## config.mk

```make
export PLATFORM = sky130hd
export DESIGN_NAME = id_stage_flat
export DESIGN_NICKNAME = d
export VERILOG_FILES = /design/src/rtl/riscv_pkg.sv /design/src/rtl/id_stage_if.sv /design/src/rtl/id_stage_reg_file.sv /design/src/rtl/id_stage.sv /design/src/flat_wrapper.sv
export SDC_FILE = /design/constraint.sdc
export NUM_CORES = 2
export LEC_CHECK = 0
export BUFFER_PORTS_ARGS = -buffer_cell sky130_fd_sc_hd__buf_2
export CAP_MARGIN = 15
export CORE_MARGIN = 10
export CORE_UTILIZATION = 35
export CTS_CLUSTER_DIAMETER = 200
export CTS_CLUSTER_SIZE = 16
export DETAILED_ROUTE_END_ITERATION = 10
export PLACE_DENSITY = 0.55
export SYNTH_ARGS = -nofsm -noshare
export SYNTH_HDL_FRONTEND = slang
export SYNTH_HIERARCHICAL = 1
export SYNTH_SLANG_ARGS = --single-unit
export TNS_END_PERCENT = 100
```

## constraint.sdc

```tcl
create_clock -name clk_i -period 5.4 [get_ports clk_i]
set_input_delay 0.54 -clock clk_i [delete_from_list [all_inputs] [get_ports clk_i]]
set_output_delay 0.54 -clock clk_i [all_outputs]
set_load 0.02 [all_outputs]
```

## src/rtl/riscv_pkg.sv

```systemverilog
// Shared RV32I decode definitions: opcodes, ALU/result/immediate encodings,
// and the ID/EX control bundle used by id_stage.
package riscv_pkg;

  localparam int RV_XLEN  = 32;
  localparam int RV_NREGS = 32;

  localparam logic [6:0] OPC_LUI    = 7'b0110111;
  localparam logic [6:0] OPC_AUIPC  = 7'b0010111;
  localparam logic [6:0] OPC_JAL    = 7'b1101111;
  localparam logic [6:0] OPC_JALR   = 7'b1100111;
  localparam logic [6:0] OPC_BRANCH = 7'b1100011;
  localparam logic [6:0] OPC_LOAD   = 7'b0000011;
  localparam logic [6:0] OPC_STORE  = 7'b0100011;
  localparam logic [6:0] OPC_OP_IMM = 7'b0010011;
  localparam logic [6:0] OPC_OP     = 7'b0110011;
  localparam logic [6:0] OPC_BUBBLE = 7'b0000000;

  typedef enum logic [3:0] {
    ALU_ADD   = 4'd0,
    ALU_SUB   = 4'd1,
    ALU_AND   = 4'd2,
    ALU_OR    = 4'd3,
    ALU_XOR   = 4'd4,
    ALU_SLL   = 4'd5,
    ALU_SRL   = 4'd6,
    ALU_SRA   = 4'd7,
    ALU_SLT   = 4'd8,
    ALU_SLTU  = 4'd9,
    ALU_PASSB = 4'd10
  } alu_ctrl_e;

  typedef enum logic [1:0] {
    RES_ALU = 2'b00,
    RES_MEM = 2'b01,
    RES_PC4 = 2'b10
  } result_src_e;

  typedef enum logic [2:0] {
    IMM_NONE,
    IMM_I,
    IMM_S,
    IMM_B,
    IMM_U,
    IMM_J
  } imm_type_e;

  typedef struct packed {
    logic        reg_write;
    logic        mem_read;
    logic        mem_write;
    logic        branch;
    logic        jump;
    logic        jump_reg;
    logic        alu_src_b;
    logic        alu_src_a_pc;
    result_src_e result_src;
    alu_ctrl_e   alu_ctrl;
    logic        illegal;
  } ctrl_t;

  // Shared by OP and OP-IMM; allow_sub is 0 for OP-IMM, where bit 30 is immediate data.
  function automatic alu_ctrl_e alu_from_funct3(input logic [2:0] funct3,
                                                input logic funct7_5,
                                                input logic allow_sub);
    case (funct3)
      3'b000:  return (allow_sub && funct7_5) ? ALU_SUB : ALU_ADD;
      3'b001:  return ALU_SLL;
      3'b010:  return ALU_SLT;
      3'b011:  return ALU_SLTU;
      3'b100:  return ALU_XOR;
      3'b101:  return funct7_5 ? ALU_SRA : ALU_SRL;
      3'b110:  return ALU_OR;
      default: return ALU_AND;
    endcase
  endfunction

endpackage

```

## src/rtl/id_stage_if.sv

```systemverilog
// IF/ID field inputs and ID/EX register outputs of the decode stage.
// master = decode stage, slave = surrounding pipeline (fetch/execute).
interface id_stage_if #(parameter int XLEN = 32);

  logic [4:0]      rs1_i, rs2_i, rd_i;
  logic [24:0]     Instr31_7_i;
  logic [6:0]      op_i;
  logic [2:0]      funct3_i;
  logic            funct7_5_i;
  logic [XLEN-1:0] PC_i, pcPlus4_i;

  logic [XLEN-1:0] rd1_o, rd2_o, imm_o;
  logic [4:0]      rs1_o, rs2_o, rd_o;
  logic [XLEN-1:0] PC_o, pcPlus4_o;
  logic [2:0]      funct3_o;
  logic            regWrite_o, memRead_o, memWrite_o, branch_o;
  logic            jump_o, jumpReg_o, aluSrcB_o, aluSrcAPC_o;
  logic [1:0]      resultSrc_o;
  logic [3:0]      aluCtrl_o;
  logic            illegal_o;

  modport master (
    input  rs1_i, rs2_i, rd_i, Instr31_7_i, op_i, funct3_i, funct7_5_i, PC_i, pcPlus4_i,
    output rd1_o, rd2_o, imm_o, rs1_o, rs2_o, rd_o, PC_o, pcPlus4_o, funct3_o,
           regWrite_o, memRead_o, memWrite_o, branch_o, jump_o, jumpReg_o,
           aluSrcB_o, aluSrcAPC_o, resultSrc_o, aluCtrl_o, illegal_o
  );

  modport slave (
    output rs1_i, rs2_i, rd_i, Instr31_7_i, op_i, funct3_i, funct7_5_i, PC_i, pcPlus4_i,
    input  rd1_o, rd2_o, imm_o, rs1_o, rs2_o, rd_o, PC_o, pcPlus4_o, funct3_o,
           regWrite_o, memRead_o, memWrite_o, branch_o, jump_o, jumpReg_o,
           aluSrcB_o, aluSrcAPC_o, resultSrc_o, aluCtrl_o, illegal_o
  );

endinterface

```

## src/rtl/id_stage_reg_file.sv

```systemverilog
// 2-read/1-write register file, x0 hard-wired to zero, synchronous active-low reset.
// Optional macro RF_WB_BYPASS_EN: same-cycle write data is visible on the read ports.
module reg_file #(
  parameter int XLEN  = 32,
  parameter int NREGS = 32,
  parameter int AW    = $clog2(NREGS)
) (
  input  logic            clk,
  input  logic            rst_n,
  input  logic            we,
  input  logic [AW-1:0]   wa,
  input  logic [XLEN-1:0] wd,
  input  logic [AW-1:0]   ra1,
  input  logic [AW-1:0]   ra2,
  output logic [XLEN-1:0] rd1,
  output logic [XLEN-1:0] rd2
);

  logic [XLEN-1:0] regs [NREGS];

  // NOTE: the array is reset in full because the reset contract clears every
  // architectural register; this forces flops rather than a RAM macro.
  always_ff @(posedge clk) begin
    if (!rst_n) begin
      for (int i = 0; i < NREGS; i++) regs[i] <= '0;
    end else if (we && wa != '0) begin
      regs[wa] <= wd;
    end
  end

  function automatic logic [XLEN-1:0] read_port(input logic [AW-1:0] ra);
    if (ra == '0) return '0;
`ifdef RF_WB_BYPASS_EN
    if (we && wa == ra) return wd;
`endif
    return regs[ra];
  endfunction

  assign rd1 = read_port(ra1);
  assign rd2 = read_port(ra2);

endmodule

```

## src/rtl/id_stage.sv

```systemverilog
// RV32I decode stage: register file, decoder, immediate generator, load-use
// hazard detection and the ID/EX register. Optional macro: RF_WB_BYPASS_EN (reg_file).
module id_stage
  import riscv_pkg::*;
#(
  parameter int XLEN  = RV_XLEN,
  parameter int NREGS = RV_NREGS
) (
  input  logic            clk_i,
  input  logic            rst_i,
  input  logic            flush_i,
  input  logic            wbEn_i,
  input  logic [4:0]      wbRd_i,
  input  logic [XLEN-1:0] wbData_i,
  output logic            PCEn_o,
  output logic            IF_ID_En_o,
  id_stage_if.master      bus
);

  logic [XLEN-1:0] rf_rd1, rf_rd2;
  logic [31:0]     instr;
  ctrl_t           ctrl;
  imm_type_e       imm_type;
  logic [XLEN-1:0] imm;
  logic            load_use;

  ctrl_t           ctrl_q;
  logic [XLEN-1:0] rd1_q, rd2_q, imm_q, pc_q, pc_plus4_q;
  logic [4:0]      rs1_q, rs2_q, rd_q;
  logic [2:0]      funct3_q;

  reg_file #(.XLEN(XLEN), .NREGS(NREGS)) u_reg_file (
    .clk   (clk_i),
    .rst_n (rst_i),
    .we    (wbEn_i),
    .wa    (wbRd_i),
    .wd    (wbData_i),
    .ra1   (bus.rs1_i),
    .ra2   (bus.rs2_i),
    .rd1   (rf_rd1),
    .rd2   (rf_rd2)
  );

  assign instr = {bus.Instr31_7_i, bus.op_i};

  always_comb begin
    // NOTE: every output gets a default first so no path through the case infers a latch.
    ctrl     = '0;
    imm_type = IMM_NONE;
    case (bus.op_i)
      OPC_LUI: begin
        ctrl.reg_write = 1'b1;
        ctrl.alu_src_b = 1'b1;
        ctrl.alu_ctrl  = ALU_PASSB;
        imm_type       = IMM_U;
      end
      OPC_AUIPC: begin
        ctrl.reg_write    = 1'b1;
        ctrl.alu_src_b    = 1'b1;
        ctrl.alu_src_a_pc = 1'b1;
        imm_type          = IMM_U;
      end
      OPC_JAL: begin
        ctrl.reg_write    = 1'b1;
        ctrl.jump         = 1'b1;
        ctrl.alu_src_b    = 1'b1;
        ctrl.alu_src_a_pc = 1'b1;
        ctrl.result_src   = RES_PC4;
        imm_type          = IMM_J;
      end
      OPC_JALR: begin
        ctrl.reg_write  = 1'b1;
        ctrl.jump       = 1'b1;
        ctrl.jump_reg   = 1'b1;
        ctrl.alu_src_b  = 1'b1;
        ctrl.result_src = RES_PC4;
        imm_type        = IMM_I;
      end
      OPC_BRANCH: begin
        ctrl.branch = 1'b1;
        // Comparison flavour only; the branch condition itself is resolved in EX.
        case (bus.funct3_i[2:1])
          2'b10:   ctrl.alu_ctrl = ALU_SLT;
          2'b11:   ctrl.alu_ctrl = ALU_SLTU;
          default: ctrl.alu_ctrl = ALU_SUB;
        endcase
        imm_type = IMM_B;
      end
      OPC_LOAD: begin
        ctrl.reg_write  = 1'b1;
        ctrl.mem_read   = 1'b1;
        ctrl.alu_src_b  = 1'b1;
        ctrl.result_src = RES_MEM;
        imm_type        = IMM_I;
      end
      OPC_STORE: begin
        ctrl.mem_write = 1'b1;
        ctrl.alu_src_b = 1'b1;
        imm_type       = IMM_S;
      end
      OPC_OP_IMM: begin
        ctrl.reg_write = 1'b1;
        ctrl.alu_src_b = 1'b1;
        ctrl.alu_ctrl  = alu_from_funct3(bus.funct3_i, bus.funct7_5_i, 1'b0);
        imm_type       = IMM_I;
      end
      OPC_OP: begin
        ctrl.reg_write = 1'b1;
        ctrl.alu_ctrl  = alu_from_funct3(bus.funct3_i, bus.funct7_5_i, 1'b1);
      end
      OPC_BUBBLE: ;
      default: ctrl.illegal = 1'b1;
    endcase
  end

  always_comb begin
    imm = '0;
    case (imm_type)
      IMM_I:   imm = {{(XLEN-12){instr[31]}}, instr[31:20]};
      IMM_S:   imm = {{(XLEN-12){instr[31]}}, instr[31:25], instr[11:7]};
      IMM_B:   imm = {{(XLEN-13){instr[31]}}, instr[31], instr[7], instr[30:25], instr[11:8], 1'b0};
      IMM_U:   imm = {{(XLEN-32){instr[31]}}, instr[31:12], 12'b0};
      IMM_J:   imm = {{(XLEN-21){instr[31]}}, instr[31], instr[19:12], instr[20], instr[30:21], 1'b0};
      default: imm = '0;
    endcase
  end

  // Gated by rst_i so the front end is never frozen while the pipeline is in reset.
  assign load_use = rst_i && ctrl_q.mem_read && (rd_q != '0) &&
                    ((rd_q == bus.rs1_i) || (rd_q == bus.rs2_i)) && !flush_i;

  assign PCEn_o     = !load_use;
  assign IF_ID_En_o = !load_use;

  // Reset, flush and the load-use bubble all load an all-zero ID/EX word.
  // NOTE: non-blocking assignments keep every flop sampling pre-edge values.
  always_ff @(posedge clk_i) begin
    if (!rst_i || flush_i || load_use) begin
      ctrl_q     <= '0;
      rd1_q      <= '0;
      rd2_q      <= '0;
      imm_q      <= '0;
      rs1_q      <= '0;
      rs2_q      <= '0;
      rd_q       <= '0;
      pc_q       <= '0;
      pc_plus4_q <= '0;
      funct3_q   <= '0;
    end else begin
      ctrl_q     <= ctrl;
      rd1_q      <= rf_rd1;
      rd2_q      <= rf_rd2;
      imm_q      <= imm;
      rs1_q      <= bus.rs1_i;
      rs2_q      <= bus.rs2_i;
      rd_q       <= bus.rd_i;
      pc_q       <= bus.PC_i;
      pc_plus4_q <= bus.pcPlus4_i;
      funct3_q   <= bus.funct3_i;
    end
  end

  assign bus.rd1_o       = rd1_q;
  assign bus.rd2_o       = rd2_q;
  assign bus.imm_o       = imm_q;
  assign bus.rs1_o       = rs1_q;
  assign bus.rs2_o       = rs2_q;
  assign bus.rd_o        = rd_q;
  assign bus.PC_o        = pc_q;
  assign bus.pcPlus4_o   = pc_plus4_q;
  assign bus.funct3_o    = funct3_q;
  assign bus.regWrite_o  = ctrl_q.reg_write;
  assign bus.memRead_o   = ctrl_q.mem_read;
  assign bus.memWrite_o  = ctrl_q.mem_write;
  assign bus.branch_o    = ctrl_q.branch;
  assign bus.jump_o      = ctrl_q.jump;
  assign bus.jumpReg_o   = ctrl_q.jump_reg;
  assign bus.aluSrcB_o   = ctrl_q.alu_src_b;
  assign bus.aluSrcAPC_o = ctrl_q.alu_src_a_pc;
  assign bus.resultSrc_o = ctrl_q.result_src;
  assign bus.aluCtrl_o   = ctrl_q.alu_ctrl;
  assign bus.illegal_o   = ctrl_q.illegal;

endmodule

```

## src/flat_wrapper.sv

```systemverilog
// flat-port wrapper written by rule: the top's interface ports become plain ports
module id_stage_flat import riscv_pkg::*;
#(
  parameter int XLEN  = RV_XLEN,
  parameter int NREGS = RV_NREGS
)
  (clk_i, rst_i, flush_i, wbEn_i, wbRd_i, wbData_i, PCEn_o, IF_ID_En_o, bus_rs1_i, bus_rs2_i, bus_rd_i, bus_Instr31_7_i, bus_op_i, bus_funct3_i, bus_funct7_5_i, bus_PC_i, bus_pcPlus4_i, bus_rd1_o, bus_rd2_o, bus_imm_o, bus_rs1_o, bus_rs2_o, bus_rd_o, bus_PC_o, bus_pcPlus4_o, bus_funct3_o, bus_regWrite_o, bus_memRead_o, bus_memWrite_o, bus_branch_o, bus_jump_o, bus_jumpReg_o, bus_aluSrcB_o, bus_aluSrcAPC_o, bus_resultSrc_o, bus_aluCtrl_o, bus_illegal_o);
  id_stage_if #(.XLEN(XLEN)) bus_i ();
  input  logic clk_i;
  input  logic rst_i;
  input  logic flush_i;
  input  logic wbEn_i;
  input  logic [4:0] wbRd_i;
  input  logic [XLEN-1:0] wbData_i;
  output logic PCEn_o;
  output logic IF_ID_En_o;
  input wire logic [$bits(bus_i.rs1_i)-1:0] bus_rs1_i;
  input wire logic [$bits(bus_i.rs2_i)-1:0] bus_rs2_i;
  input wire logic [$bits(bus_i.rd_i)-1:0] bus_rd_i;
  input wire logic [$bits(bus_i.Instr31_7_i)-1:0] bus_Instr31_7_i;
  input wire logic [$bits(bus_i.op_i)-1:0] bus_op_i;
  input wire logic [$bits(bus_i.funct3_i)-1:0] bus_funct3_i;
  input wire logic [$bits(bus_i.funct7_5_i)-1:0] bus_funct7_5_i;
  input wire logic [$bits(bus_i.PC_i)-1:0] bus_PC_i;
  input wire logic [$bits(bus_i.pcPlus4_i)-1:0] bus_pcPlus4_i;
  output wire logic [$bits(bus_i.rd1_o)-1:0] bus_rd1_o;
  output wire logic [$bits(bus_i.rd2_o)-1:0] bus_rd2_o;
  output wire logic [$bits(bus_i.imm_o)-1:0] bus_imm_o;
  output wire logic [$bits(bus_i.rs1_o)-1:0] bus_rs1_o;
  output wire logic [$bits(bus_i.rs2_o)-1:0] bus_rs2_o;
  output wire logic [$bits(bus_i.rd_o)-1:0] bus_rd_o;
  output wire logic [$bits(bus_i.PC_o)-1:0] bus_PC_o;
  output wire logic [$bits(bus_i.pcPlus4_o)-1:0] bus_pcPlus4_o;
  output wire logic [$bits(bus_i.funct3_o)-1:0] bus_funct3_o;
  output wire logic [$bits(bus_i.regWrite_o)-1:0] bus_regWrite_o;
  output wire logic [$bits(bus_i.memRead_o)-1:0] bus_memRead_o;
  output wire logic [$bits(bus_i.memWrite_o)-1:0] bus_memWrite_o;
  output wire logic [$bits(bus_i.branch_o)-1:0] bus_branch_o;
  output wire logic [$bits(bus_i.jump_o)-1:0] bus_jump_o;
  output wire logic [$bits(bus_i.jumpReg_o)-1:0] bus_jumpReg_o;
  output wire logic [$bits(bus_i.aluSrcB_o)-1:0] bus_aluSrcB_o;
  output wire logic [$bits(bus_i.aluSrcAPC_o)-1:0] bus_aluSrcAPC_o;
  output wire logic [$bits(bus_i.resultSrc_o)-1:0] bus_resultSrc_o;
  output wire logic [$bits(bus_i.aluCtrl_o)-1:0] bus_aluCtrl_o;
  output wire logic [$bits(bus_i.illegal_o)-1:0] bus_illegal_o;
  assign bus_i.rs1_i = bus_rs1_i;
  assign bus_i.rs2_i = bus_rs2_i;
  assign bus_i.rd_i = bus_rd_i;
  assign bus_i.Instr31_7_i = bus_Instr31_7_i;
  assign bus_i.op_i = bus_op_i;
  assign bus_i.funct3_i = bus_funct3_i;
  assign bus_i.funct7_5_i = bus_funct7_5_i;
  assign bus_i.PC_i = bus_PC_i;
  assign bus_i.pcPlus4_i = bus_pcPlus4_i;
  assign bus_rd1_o = bus_i.rd1_o;
  assign bus_rd2_o = bus_i.rd2_o;
  assign bus_imm_o = bus_i.imm_o;
  assign bus_rs1_o = bus_i.rs1_o;
  assign bus_rs2_o = bus_i.rs2_o;
  assign bus_rd_o = bus_i.rd_o;
  assign bus_PC_o = bus_i.PC_o;
  assign bus_pcPlus4_o = bus_i.pcPlus4_o;
  assign bus_funct3_o = bus_i.funct3_o;
  assign bus_regWrite_o = bus_i.regWrite_o;
  assign bus_memRead_o = bus_i.memRead_o;
  assign bus_memWrite_o = bus_i.memWrite_o;
  assign bus_branch_o = bus_i.branch_o;
  assign bus_jump_o = bus_i.jump_o;
  assign bus_jumpReg_o = bus_i.jumpReg_o;
  assign bus_aluSrcB_o = bus_i.aluSrcB_o;
  assign bus_aluSrcAPC_o = bus_i.aluSrcAPC_o;
  assign bus_resultSrc_o = bus_i.resultSrc_o;
  assign bus_aluCtrl_o = bus_i.aluCtrl_o;
  assign bus_illegal_o = bus_i.illegal_o;
  id_stage #(.XLEN(XLEN), .NREGS(NREGS)) u_core (.clk_i(clk_i), .rst_i(rst_i), .flush_i(flush_i), .wbEn_i(wbEn_i), .wbRd_i(wbRd_i), .wbData_i(wbData_i), .PCEn_o(PCEn_o), .IF_ID_En_o(IF_ID_En_o), .bus(bus_i));
endmodule
```

### Word-level counts from Yosys, hierarchy flattened

Memory sizes are Yosys's and may differ from the RTL's.
Cells that the tools add are included.

* flip-flop bits (word level): 193
* latch bits: 0
* memory bits (writable): 1024
* bits in read-only memories: 0
* bits of input ports: 156
* output and inout bits: 195
* memories kept: 1

Memory list
* u_core.u_reg_file.regs: words 32, width 32, read ports 2, clocked after Yosys merged registers in 0, write ports 32, RTL line id_stage_reg_file.sv:19 `logic [XLEN-1:0] regs [NREGS];`

* $add $sub $neg: 0
* multipliers: 0
* div/mod/pow operators: 0
* $lt $le $gt $ge: 0
* equality and inequality tests: 24
* shift-type cells: 0
* muxes and demuxes: 31
* bitwise operators: 0
* reductions and logical operators: 25

Operator list (number)
* 2-to-1 mux 32 bit: 5
* one-hot mux 32 bit (5 select lines): 1
* one-hot mux 4 bit (7 select lines): 2
* OR reduction 32 bit: 1
* == test 7 x 6 -> 1 bit, second input constant: 3
* == test 7 bit, second input constant: 3
* 2-to-1 mux 1 bit: 18
* one-hot mux 4 bit (4 select lines): 1
* == test 3 bit, second input constant: 5
* one-hot mux 3 bit (5 select lines): 1
* == test 7 x 5 -> 1 bit, second input constant: 2
* OR reduction 7 bit: 2
* == test 3 x 2 -> 1 bit, second input constant: 4
* == test 5 bit: 2
* zero test 5 bit: 2
* nonzero test 5 bit: 2
* OR reduction 10 bit: 1
* one-hot mux 4 bit (2 select lines): 1
* == test 7 x 2 -> 1 bit, second input constant: 1
* zero test 7 bit: 1
* == test 3 x 1 -> 1 bit, second input constant: 2
* OR reduction 2 bit: 3
* logical AND 1 bit: 5
* 2-to-1 mux 5 bit: 1
* 6 further kinds: 11

### Depth between registers and ports, before layout

* depth after elaboration: 7
* gate-level depth with buffers: 10
* mapped depth without buffers: 5

### Cells and area by module

The synthesis kept the hierarchy.

Modules (own cells, without submodules)
* reg_file: instances 1, cells an instance 3507, area an instance 54215.7 µm², seq. area each 30749.5 µm²
* id_stage: instances 1, cells an instance 516, area an instance 5815.6 µm², seq. area each 3863.7 µm²

### Least setup slack after synthesis

OpenSTA, ideal clock, no wires.

* kind: input -> register
* from: input rst_i
* to: memory u_core.u_reg_file.regs[24][0] (enable)
* setup time: 0.466 ns
* arrival: 3.610 ns
* data required time: 4.934 ns
* setup slack: 1.324 ns
* cell stages on the path: 5
* path through: buf_2 nand2_1 or3_1 clkbuf_1 o21ai_0

RTL lines
* start: declaration: RTL line flat_wrapper.sv:10 `input logic rst_i;`
* end: declaration: RTL line id_stage_reg_file.sv:19

### Final worst setup path

* from: input bus_rs2_i[3]
* to: register u_core.rd2_q[11] (netlist: u_core/bus.rd2_o[11])

RTL lines
* start: declaration: RTL line flat_wrapper.sv:18 `input wire logic [$bits(bus_i.rs2_i)-1:0] bus_rs2_i;`
* branches (longest 2 deep; another with memory (32 x 32 bit))
* 2-to-1 mux 32 bit (*): RTL line id_stage_reg_file.sv:36 `return regs[ra];`
* net u_core.rf_rd2[11]: RTL line id_stage.sv:20 `logic [XLEN-1:0] rf_rd1, rf_rd2;`
* end signal: assignment: RTL line id_stage.sv:152 `rd2_q <= rf_rd2;`
* end: declaration: RTL line id_stage.sv:28 `logic [XLEN-1:0] rd1_q, rd2_q, imm_q, pc_q, pc_plus4_q;`

Mark *: on every way through the listed nets, which the timed path passes.
A chain may end at the register's enable or synchronous reset.

==> results.md <==
- Worst-margin pin slew: 1270 ps
- Critical path cell sequence: buf_2 -> buf_4 -> or3_2 -> buf_4 -> buf_4 -> o22ai_1 -> a2111oi_1 -> nor3_1 -> and2_1
- Syn avg cell area: 14.9 um^2
- Port bufs: 350
- Die width: 434 um
- Slew headroom: 13.2%
- Final Hold Viols: 0
- GP Congestion: 0.898
- Core footprint: 170,000 um^2
- Post_cts resized: 0
- Routed WL: 220 mm
- Global Route Usage Sum: 22.7%
- TritonCTS Buffers: 86
- WP buf/inv: 4
- Hold WC Path Type: in -> reg
- DRT antenna net count: 0
- CP delay by family, top: buffers and inverters
- Maximum vdd drop: 0.209 mV
- Async SR Flop Fraction: 0%
- #FFs+latches synth: 1,217
- Worst skew pair latency: 730 ps
- CP Data Required Time: 6020 ps
- Status: complete, no violations
- Nets@finish: 4,447
- Via count: 38,190
- # IOs: 351
- Share of cells above drive strength 1: 27.2%
- Crit. End Element: flip-flop
- FMAX: 289 MHz
- Antenna violations before repair: 27
- WP data arrival: 4080 ps
- Vias in the first global route: 38,673
- Tmin final: 3460 ps
- Sink Count: 1,217
- Vias/cell: 5.80
- Power after layout: 20.0 mW
- DR WL/cell: 33.4 um
- Seq/Total Area, Yosys: 57.7%
- Die height: 434 um
- RSZ-0062 raised after global routing: false
- Cell Pwr Density: 295 nW/um^2
- Area grow syn2layout: 13.0%
- Synth unique cells: 59
- FP Rows: 151
- Post-synth EDFFs: 1,024
- DP HPWL: 140 mm
- Ys Warns: 6
- # DRC: 0
- Most Frequent Cell on Critical Path: buf_4
- Clock slew seen by the registers of the worst setup and hold paths: 70 ps
- Setup_tns: 0 ps
- Cells after Synth: 4,023
- Max Slew Vio Count: 0
- First drt pass iteration count: 5
- H-tree levels: 3
- Grt ovf: 0
- CP peak stage delay: 1060 ps
- First-pass GRT wire length: 306 mm
- Final Cycle Share: 64.1%
- Skew final: 30.5 ps
- Fin cells: 6,589
- Setup-failing EPs final: 0
- Iter 0 DRT Violations: 4,194
- Cells after DPL: 6,363
- Clock Tree Root: clkbuf_16
- Ys flop type: edfxtp_1
- Bufs on Longest Clock Path: 3
- MaxCap Viol Count: 0
- Largest net degree at the start of global routing: 93
- CP max FO: 19
- CTS tree: built
- Critical path's slowest cell: a2111oi_1
- LEAKAGE: 23.9 nW
- Startpoint types: primary input
- Die area: 188,000 um^2
- Setup Crit Path Kind: in -> reg
- Initial Util: 35.3%
- Mapped Area: 60,000 um^2
==> what timing repair did <==
| action | in CTS | in global routing |
|---|---|---|
| buffers inserted | 0 | 0 |
| hold buffers | 56 | 0 |
| endpoints found under the hold margin | 56 | 0 |
==> registers in the layout, summed over array words and instances (netlist names) <==
name	count
u_core/bus.jumpReg_o	1
u_core/bus.aluSrcB_o	1
u_core/bus.resultSrc_o	2
u_core/bus.jump_o	1
u_core/bus.rd_o	5
u_core/u_reg_file/regs	1024
u_core/bus.branch_o	1
u_core/bus.aluCtrl_o	4
u_core/bus.rd1_o	32
u_core/bus.pcPlus4_o	32
u_core/bus.PC_o	32
u_core/bus.rs2_o	5
u_core/bus.regWrite_o	1
u_core/bus.aluSrcAPC_o	1
u_core/bus.imm_o	32
u_core/bus.funct3_o	3
u_core/bus.illegal_o	1
u_core/bus.rd2_o	32
u_core/bus.rs1_o	5
u_core/bus.memRead_o	1
u_core/bus.memWrite_o	1
==> worst register-to-register path: stages (launching register included) <==
cell	delay, ps
dfxtp_1	400
or4_1	570
o211ai_2	290
o21a_4	600
buf_4	590
and3_1	270
==> Yosys cell counts (3+ instances only) <==
library cell / instances / area (um^2)
buf_1: 22 / 82.6
nand2_1: 27 / 101
nand2b_1: 7 / 43.8
or3b_2: 3 / 26.3
mux4_2: 472 / 10600
dfxtp_1: 193 / 3860
nand3_1: 11 / 55.1
a32o_1: 4 / 40.0
a22oi_1: 22 / 165
a2111oi_1: 32 / 320
and2_1: 1143 / 7150
mux2i_1: 150 / 1500
buf_4: 43 / 323
buf_2: 40 / 200
inv_1: 6 / 22.5
nor4_1: 11 / 68.8
a221oi_1: 4 / 35.0
nor2_1: 56 / 210
a2111oi_0: 23 / 201
a21oi_1: 37 / 185
nand3b_1: 7 / 52.6
or3_1: 4 / 25.0
a22o_1: 53 / 464
buf_6: 29 / 327
clkbuf_2: 11 / 55.1
clkbuf_1: 273 / 1020
and4b_1: 3 / 30.0
a211oi_1: 7 / 52.6
xor2_1: 10 / 87.6
nor3_1: 57 / 285
and3_1: 12 / 75.1
o22ai_1: 103 / 644
nor4b_1: 3 / 26.3
nor2b_1: 17 / 106
edfxtp_1: 1024 / 30700
mux2_2: 30 / 338
o21ai_0: 47 / 235
==> metrics by stage <==
step / setup WS, ps / hold slack [ps] / util (%) / instance area [um^2]
CTS: 2110 / 3.33 / 39.9 / 67800
detailed placement: 1320 / 742 / 38.1 / 64700
global route: 1950 / 10.4 / 39.9 / 67900
floorplan: 1320 / 617 / - / 60100
finish: 1940 / 48.3 / 39.9 / 67900
global placement: 1010 / 741 / 38.0 / 64600
==> cell families after synthesis <==
group | count (synthesis) | synth area share, %
compound gates | 345 | 4.10
simple gates | 1374 | 13.9
other cells | 1 | 0.00625
xor+xnor | 10 | 0.146
flops | 1217 | 57.7
buf+inv | 424 | 3.39
mux | 652 | 20.8
==> layout by cell type, fill, tap and decap left out, types with 17 or more instances in the layout <==
cell,Yosys,layout
mux4_2,472,472
conb_1,1,32
o22ai_1,103,103
o21ai_4,0,31
a2111oi_0,23,18
buf_2,40,346
a22o_1,53,53
edfxtp_1,1024,1024
dlygate4sd3_1,0,56
a22oi_1,22,22
nor3_1,57,57
nor2_4,0,17
dfxtp_1,193,193
mux2_2,30,30
and2_1,1143,1142
a2111oi_1,32,36
nor2_1,56,24
nand2_1,27,27
mux2i_1,150,150
clkbuf_16,0,89
buf_12,0,19
clkbuf_1,273,65
a21oi_1,37,37
buf_4,43,137
==> per-layer routing <==
layer / GRT usage, % / vias to the layer above / routed length, um
met4: 8.75 / 8 / 9230
met5: 0 / - / 57
met1: 29.7 / 19927 / 87400
met2: 37.5 / 2107 / 105000
li1: - / 15781 / -
met3: 4.28 / 367 / 18900
==> final cells by class <==
| cell class | instances | area, um^2 |
|---|---|---|
| clock buffers | 154 | 2470 |
| multi-input cells | 2413 | 24100 |
| repair buffers | 567 | 3830 |
| flip-flops and latches | 1217 | 34600 |
| fillers | 15558 | 102000 |
| well taps | 2218 | 2780 |
| diodes | 9 | 22.5 |
| inverters | 6 | 22.5 |
| clock inverters | 5 | 51.3 |
==> power by group <==
part / leakage [nW] / total [mW] / switching (mW) / internal, mW
Clock: 1.20 / 6.53 / 3.42 / 3.11
Sequential: 11.3 / 10.9 / 0.288 / 10.7
Combinational: 11.4 / 2.53 / 1.48 / 1.05
Total: 23.9 / 20.0 / 5.18 / 14.8
==> path summary, 6_finish.rpt <==
path | start | end | slack [ps] | cells past startpoint
setup reg to reg | u_core/bus.rd_o[2] | u_core/bus.branch_o | 2620 | 5
hold reg to reg | u_core/u_reg_file/regs[22][31] | u_core/bus.rd2_o[31] | 910 | 5
setup / recovery | bus_rs2_i[3] | u_core/bus.rd2_o[11] | 1940 | 9
hold / removal | bus_PC_i[2] | u_core/bus.PC_o[2] | 50 | 2
(Power assumes the default switching activity.)
